$ cat src/rtl/dvfs_pkg.sv
// Shared DVFS types and defaults: performance level encoding, sequencer states
// and settle/timeout cycle counts used by the sequencer and dvfs_controller.
package dvfs_pkg;

    typedef logic [1:0] level_t;

    localparam level_t LEVEL_MIN = 2'd0;
    localparam level_t LEVEL_MAX = 2'd3;

    typedef enum logic [2:0] {
        ST_IDLE,
        ST_V_WAIT,
        ST_V_SETTLE,
        ST_F_WAIT,
        ST_DONE
    } state_t;

    localparam int VSETTLE_DEFAULT = 16;
    localparam int FSETTLE_DEFAULT = 4;
    localparam int TIMEOUT_DEFAULT = 255;

    function automatic int max3(input int a, input int b, input int c);
        int m;
        m = (a > b) ? a : b;
        return (m > c) ? m : c;
    endfunction

endpackage

$ cat src/rtl/dvfs_settle_timer.sv
// Loadable down-counter shared by all wait/settle states of the sequencer.
// Counts down every cycle after a load and sticks at zero; zero means expired.
module dvfs_settle_timer #(
    parameter int W = 8
) (
    input  logic         clk,
    input  logic         rst_n,
    input  logic         i_load,
    input  logic [W-1:0] i_value,
    output logic         o_expired
);

    logic [W-1:0] r_count;

    always_ff @(posedge clk or negedge rst_n) begin
        if (!rst_n) begin
            r_count <= '0;
        end else if (i_load) begin
            r_count <= i_value;
        end else if (r_count != '0) begin
            r_count <= r_count - W'(1);
        end
    end

    assign o_expired = (r_count == '0);

endmodule

$ cat src/rtl/dvfs_transition_sequencer.sv
// Orders voltage/frequency select changes so volt_sel never drops below freq_sel:
// voltage rises before frequency, frequency falls before voltage.
module dvfs_transition_sequencer
    import dvfs_pkg::*;
#(
    parameter int VSETTLE_CYCLES = VSETTLE_DEFAULT,
    parameter int FSETTLE_CYCLES = FSETTLE_DEFAULT,
    parameter int TIMEOUT_CYCLES = TIMEOUT_DEFAULT
) (
    input  logic       clk,
    input  logic       reset,
    input  logic       req_valid,
    input  logic [1:0] req_level,
    output logic       req_ready,
    input  logic       vreg_ack,
    output logic [1:0] freq_sel,
    output logic [1:0] volt_sel,
    output logic       busy,
    output logic       done,
    output logic       err
);

    localparam int TW = $clog2(max3(VSETTLE_CYCLES, FSETTLE_CYCLES, TIMEOUT_CYCLES) + 1);
    // Settle loads are one less than the cycle count because the entry edge is the load;
    // the timeout load is not, so the abort lands on edge 1+TIMEOUT after V_WAIT entry.
    localparam logic [TW-1:0] LD_VSETTLE = TW'(VSETTLE_CYCLES - 1);
    localparam logic [TW-1:0] LD_FSETTLE = TW'(FSETTLE_CYCLES - 1);
    localparam logic [TW-1:0] LD_TIMEOUT = TW'(TIMEOUT_CYCLES);

    state_t      r_state, w_state_nx;
    level_t      r_freq, w_freq_nx;
    level_t      r_volt, w_volt_nx;
    level_t      r_target, w_target_nx;
    logic        r_up, w_up_nx;
    logic        r_err, w_err_nx;
    logic        w_tmr_load;
    logic [TW-1:0] w_tmr_value;
    logic        w_tmr_expired;

    dvfs_settle_timer #(
        .W(TW)
    ) u_timer (
        .clk      (clk),
        .rst_n    (reset),
        .i_load   (w_tmr_load),
        .i_value  (w_tmr_value),
        .o_expired(w_tmr_expired)
    );

    always_ff @(posedge clk or negedge reset) begin
        if (!reset) begin
            r_state  <= ST_IDLE;
            r_freq   <= LEVEL_MIN;
            r_volt   <= LEVEL_MIN;
            r_target <= LEVEL_MIN;
            r_up     <= 1'b0;
            r_err    <= 1'b0;
        end else begin
            r_state  <= w_state_nx;
            r_freq   <= w_freq_nx;
            r_volt   <= w_volt_nx;
            r_target <= w_target_nx;
            r_up     <= w_up_nx;
            r_err    <= w_err_nx;
        end
    end

    always_comb begin
        w_state_nx  = r_state;
        w_freq_nx   = r_freq;
        w_volt_nx   = r_volt;
        w_target_nx = r_target;
        w_up_nx     = r_up;
        w_err_nx    = r_err;
        w_tmr_load  = 1'b0;
        w_tmr_value = '0;
        unique case (r_state)
            ST_IDLE: begin
                if (req_valid) begin
                    w_err_nx    = 1'b0;
                    w_target_nx = req_level;
                    if (req_level > r_freq) begin
                        w_up_nx     = 1'b1;
                        w_volt_nx   = req_level;
                        w_state_nx  = ST_V_WAIT;
                        w_tmr_load  = 1'b1;
                        w_tmr_value = LD_TIMEOUT;
                    end else if (req_level < r_freq) begin
                        w_up_nx     = 1'b0;
                        w_freq_nx   = req_level;
                        w_state_nx  = ST_F_WAIT;
                        w_tmr_load  = 1'b1;
                        w_tmr_value = LD_FSETTLE;
                    end else begin
                        w_state_nx  = ST_DONE;
                    end
                end
            end
            ST_V_WAIT: begin
                // Ack takes priority over a timeout expiring on the same edge.
                if (vreg_ack) begin
                    w_state_nx  = ST_V_SETTLE;
                    w_tmr_load  = 1'b1;
                    w_tmr_value = LD_VSETTLE;
                end else if (w_tmr_expired) begin
                    w_err_nx    = 1'b1;
                    w_state_nx  = ST_IDLE;
                end
            end
            ST_V_SETTLE: begin
                if (w_tmr_expired) begin
                    if (r_up) begin
                        w_freq_nx   = r_target;
                        w_state_nx  = ST_F_WAIT;
                        w_tmr_load  = 1'b1;
                        w_tmr_value = LD_FSETTLE;
                    end else begin
                        w_state_nx  = ST_DONE;
                    end
                end
            end
            ST_F_WAIT: begin
                if (w_tmr_expired) begin
                    if (r_up) begin
                        w_state_nx  = ST_DONE;
                    end else begin
                        w_volt_nx   = r_target;
                        w_state_nx  = ST_V_WAIT;
                        w_tmr_load  = 1'b1;
                        w_tmr_value = LD_TIMEOUT;
                    end
                end
            end
            ST_DONE: w_state_nx = ST_IDLE;
            default: w_state_nx = ST_IDLE;
        endcase
    end

    assign req_ready = (r_state == ST_IDLE);
    assign busy      = (r_state != ST_IDLE);
    assign done      = (r_state == ST_DONE);
    assign freq_sel  = r_freq;
    assign volt_sel  = r_volt;
    assign err       = r_err;

endmodule

$ cat config.mk
export PLATFORM = sky130hd
export DESIGN_NAME = dvfs_transition_sequencer
export DESIGN_NICKNAME = d
export VERILOG_FILES = /design/src/rtl/dvfs_pkg.sv /design/src/rtl/dvfs_settle_timer.sv /design/src/rtl/dvfs_transition_sequencer.sv
export SDC_FILE = /design/constraint.sdc
export NUM_CORES = 1
export LEC_CHECK = 0
export BUFFER_PORTS_ARGS = -buffer_cell sky130_fd_sc_hd__buf_2
export CORE_UTILIZATION = 50
export CTS_CLUSTER_SIZE = 10
export DETAILED_ROUTE_END_ITERATION = 16
export PLACE_DENSITY_LB_ADDON = 0.15
export SLEW_MARGIN = 20
export SYNTH_ARGS = -nofsm -noshare
export SYNTH_HDL_FRONTEND = slang
export SYNTH_SLANG_ARGS = --single-unit
$ cat constraint.sdc
create_clock -name clk -period 3.9 [get_ports clk]
set_input_delay 0.195 -clock clk [delete_from_list [all_inputs] [get_ports clk]]
set_output_delay 0.195 -clock clk [all_outputs]
set_load 0.02 [all_outputs]
# Word level (Yosys, flattened, before mapping)
# Index checks and enable logic that the tools add are counted.
# totals
reg_bits	19
in_bits	6
# classes
muxes	47
reduce_logical	15
magnitude_cmp	2
eq_ne	15
n_addsub	1
# op_table
cell	count
$mux W8	6
$pmux W8 S4	1
$mux W3	9
$mux W2	12
$mux W1	13
$pmux W3 S4	1
$ne A2 B1 Y1 const B	5
$ne A2 B2 Y1 const B	5
$reduce_bool A2 Y1	5
$logic_not A8 Y1	1
$pmux W2 S2	2
$reduce_and A4 Y1	2
$reduce_bool A8 Y1	1
$sub A8 B1 Y8 const B	1
$eq A3 B2 Y1 const B	2
$reduce_and A6 Y1	1
$reduce_and A5 Y1	1
$mux W4	1
$pmux W1 S4	1
$eq A3 B1 Y1 const B	1
$eq A3 B3 Y1 const B	1
$logic_not A3 Y1	1
$ne A3 B2 Y1 const B	1
$reduce_and A3 Y1	1
other kinds (5)	5

# Depth between registers and ports, before layout
# logic_depth
word_depth	6
mapped_depth	9

# Cells and area by module
# Synthesis repeated with hierarchy kept, for this count alone.
# unflattened
cells_unflattened	139
area_unflattened_um2	1267.5
# modules_own_cells
mod	area_each_um2	cells_each	seq_area_each_um2	instances
dvfs_transition_sequencer	790.8	85	275.3	1
dvfs_settle_timer	476.7	54	200.2	1

# Worst setup path after synthesis
# No wires, ideal clock.
# synth_timing
path_kind	reg2reg
from	register u_timer.r_count[0]
to	register r_volt[0] (netlist: volt_sel[0])
path_slack_ps	2003
required_time_ps	3775
path_stages_with_launch	7
arrival_ps	1772
cell_sequence	dfrtp_1 -> inv_1 -> ha_1 -> nor3b_1 -> nand2_2 -> a221oi_2 -> mux2_2
# synth_via
elab_chain_cells	3
# synth_rtl
element	line	text
start, declared	dvfs_settle_timer.sv:13	logic [W-1:0] r_count;
start signal, assigned	dvfs_settle_timer.sv:19	r_count <= i_value;
start signal, assigned	dvfs_settle_timer.sv:21	r_count <= r_count - W'(1);
$logic_not A8 Y1	dvfs_settle_timer.sv:25	assign o_expired = (r_count == '0);
$ne A2 B1 Y1 (no source line)	--	
$reduce_and A5 Y1 (no source line)	--	
end signal, assigned	dvfs_transition_sequencer.sv:61	r_volt <= w_volt_nx;
end, declared	dvfs_transition_sequencer.sv:32	level_t r_volt, w_volt_nx;
# Every way passes these cells.
# A chain may end at the register's enable or synchronous reset.

# Worst setup path in the final report
# Ends and elaborated chain as after synthesis.

==> summary.md <==
In this run the most critical hold path is launched from req_level[1]. The logs give 2.50 ns for the arrival time at the worst endpoint and 0 for the final hold violation count. After detailed routing, the number of vias per cell comes to 5.89.

The number of antenna-violating nets in the routed design is 0, and the number of stages on the worst hold path is 2. The reported leakage power was 0.664 nW; the post-synthesis to final-layout area growth was 8.61%. The tools report the part of the total power dissipated in sequential elements as 0.333.

Clock-pin slew was measured on the worst setup and hold paths at 0.11 ns. The highest clock rate came out at 0.435 GHz. Dividing the detail-routed wire length by the instance count gives 15.2 um. The run gives 18 as the row count. The clock reaches the later pin of the worst-skew pair after 0.31 ns.

The post-route clock period utilization was 0.589; the total vias in the final route was 1030. The synthesized design contains 0 enable-type register cells. After technology mapping, the gate count stands at 132. The tree is rooted in a clkbuf_4. The peak fanout along the critical path is 10. The worst setup path is captured at a register.

Cell internal power was estimated by the tool at 0.000661 W. Synthesis inferred 19 register bits. The tool flagged a number of max-cap violations equal to 0.

The via count of the first global-routing pass is 986, and the total clock buffers created by CTS is 3. Sorting the synthesized cells by area gives the leading types as dfrtp_1, mux2_2, ha_1. The setup check on the worst reg-to-reg path leaves a slack of 1.60 ns.

The tools report the initial standard-cell utilization of the core as 0.527. In this run the tool buffered the top-level ports with 13 buffer cells. The worst path needs 2.30 ns of the cycle, external delays included. The most instantiated library cell after synthesis was dfrtp_1. The worst setup path is launched from a register. The logs give 157 for the final layout net count and 0.00245 mm2 for the total core area. For the switching component of the power, the log shows 0.000584 W. 0 antenna diodes ended up in the layout. Count of unique library cells instantiated by Yosys: 47.

Worst min-delay path category: primary input to register. Pin count of the biggest net entering global routing: 20. The worst setup path category was register to register. For the final total negative setup slack, the log shows 0 ns.

The capturing point of the worst reg2reg path is volt_sel[0]$_DFFE_PN0P_. The filler cells instantiated in the layout total 217. Top-level port count: 14. The normalized max-slew margin was 0.647. Setup repair after global routing left no endpoint under its margin. The part of the Yosys area used for sequential elements came out at 0.368. STA puts the critical path data required time at 4.11 ns. The die is 52.9 um wide. The tools report the largest voltage drop on the vdd net as 0.487 mV. The flow ran to the end, and the final reports show no timing, DRC or antenna violations.

The worst hold margin was 0.172 ns. The logs give 0 for the number of antenna violations at the first check in global routing and 0.834 for the weighted congestion at the end of routability-driven global placement. In the routed design, unresolved DRC markers number 0. The first global-routing pass estimated 4.42 mm of wire.

Summing all multi-input logic gate instances after layout gives 751 um2. The clock power share is 0.082, and the die extent in y is 52.9 um. The net switching fraction of the power works out to 0.469. The largest total area in the synthesized netlist belongs to dfrtp_1. In this run the deepest clock path goes through 2 buffers. The fraction of layout cells with a size suffix above 1 was 0.221; the total nets after synthesis was 143. The combined global-route utilization of all metal layers is 0.222. The most used flip-flop cell after synthesis is dfrtp_1. Sorting the synthesized cells by how often they occur yields dfrtp_1, nand2_1, inv_1, nor2_1, o21ai_0. In this run the mean area of a mapped cell was 9.80 um2.

The die covers 0.00279 mm2. The wire-length estimate of the detail-placed layout is 2.05 mm. For the pin with the worst max-slew slack, the measured transition is 0.529 ns. The startpoint of the most critical register-to-register path was u_timer.r_count[0]$_DFFE_PN0P_. The share of the synthesized area in the top cell type came out at 0.368. For the detailed-routing iteration count for the pre-antenna-repair pass, the log shows 4. TritonCTS built the clock tree. Worst-case reg-to-reg path depth: 6.

The count of pins over their slew limit was 0; the area taken by flip-flops and latches was 475 um2. The synthesized netlist occupies a cell area of 0.00129 mm2. The iteration-0 DRC count of the detailed router is 25.

Setup violations remaining at the end of the flow were counted as 0. The largest clock skew in the final design was 0.00266 ns. Yosys printed 0 warnings. The total overflow left after global routing is 0. Worst min-delay path endpoint: r_target[1]$_DFFE_PN0P_. The number of levels in the clock H-tree is 1, and the part of the total power dissipated in combinational logic is 0.585. The async set-or-reset flop fraction in the synthesized netlist was 1.00; the total power density per cell area was 887 mW/mm2. The sum of routed wire length over all layers is 2.66 mm, and the clock sink count is 19.
routing by layer:
metal	up-vias	track usage	wire [um]
li1	509	-	-
met1	504	0.291	1260
met2	12	0.361	1300
met3	5	0.0287	44
met4	0	0.101	53
met5	-	0	0
placed cells by master (no fill, tap or decap), drive strengths merged, types with 2 or more instances in the layout:
cell and count:
nor3b 2, nor4 2, ha 5, a221oi 3, clkinv 2, o22ai 3
nor2b 5, nor2 8, a21oi 5, o31ai 2, nand2 12, dfrtp 19
and2 3, o21ai 7, xor2 3, clkbuf 3, or3 4, buf 13
mux2i 6, inv 8, nor3 2, o211ai 2, mux2 7, xnor2 2
a21o 3
cell type report:
class | instances | area share
clock buffers | 3 | 0.0160
clock inverters | 1 | 0.00356
inverters | 9 | 0.0276
multi-input cells | 99 | 0.534
flip-flops and latches | 19 | 0.338
well taps | 30 | 0.0267
repair buffers | 14 | 0.0534
flip-flops by register name (all words and copies together) (netlist names):
name             flops
freq_sel             2
volt_sel             2
r_target             2
u_timer.r_count      8
err                  1
r_up                 1
r_state              3
stage by stage:
stage / power (W) / setup WS [ns] / cell area [um2] / utilization / instances
floorplan: 0.000991 / 2.00 / 1290 / - / 132
global placement: 0.00113 / 1.69 / 1370 / 0.557 / 170
detailed placement: 0.00114 / 1.63 / 1370 / 0.557 / 170
CTS: 0.00125 / 1.61 / 1410 / 0.572 / 175
global route: 0.00136 / 1.49 / 1410 / 0.572 / 175
finish: 0.00125 / 1.60 / 1410 / 0.572 / 175
what timing repair did:
item	4_1_cts	5_1_grt
hold endpoints to repair	19	0
setup buffers	0	0
hold buffers	1	0
resized for setup	0	0
power groups by stage:
stage	Sequential (W)	Clock (W)	Combinational [W]
floorplan	0.000396	0	0.000595
global placement	0.000412	0	0.000714
detailed placement	0.000417	0	0.000723
CTS	0.000414	0.000103	0.000730
global route	0.000434	0.000113	0.000813
finish	0.000415	0.000102	0.000728
worst max path at each step:
stage | start | to | slack [ns] | cells past startpoint
floorplan | u_timer.r_count[0]$_DFFE_PN0P_ | volt_sel[0]$_DFFE_PN0P_ | 2.00 | 6
global placement | u_timer.r_count[0]$_DFFE_PN0P_ | volt_sel[0]$_DFFE_PN0P_ | 1.69 | 6
detailed placement | u_timer.r_count[0]$_DFFE_PN0P_ | volt_sel[0]$_DFFE_PN0P_ | 1.63 | 6
CTS | u_timer.r_count[0]$_DFFE_PN0P_ | volt_sel[0]$_DFFE_PN0P_ | 1.61 | 6
global route | u_timer.r_count[0]$_DFFE_PN0P_ | volt_sel[1]$_DFFE_PN0P_ | 1.49 | 6
finish | u_timer.r_count[0]$_DFFE_PN0P_ | volt_sel[0]$_DFFE_PN0P_ | 1.60 | 6
worst max-delay path, stage by stage (launching register included):
cell and delay [ns]:
dfrtp_1 0.42, inv_1 0.11, ha_1 0.19, nor3b_1 0.47
nand2_2 0.26, a221oi_2 0.39, mux2_2 0.37
cell families (layout without fill, tap and decap cells):
kind of cell | Yosys count | in the layout | synth area share
AOI/OAI and AO/OA | 32 | 32 | 0.184
adders and majority gates | 5 | 5 | 0.0484
and+or+nand+nor | 44 | 44 | 0.207
DFF | 19 | 19 | 0.368
buffers and inverters | 14 | 27 | 0.0522
muxes | 13 | 13 | 0.107
xor gates and xnor gates | 5 | 5 | 0.0339
(Power assumes the default switching activity.)
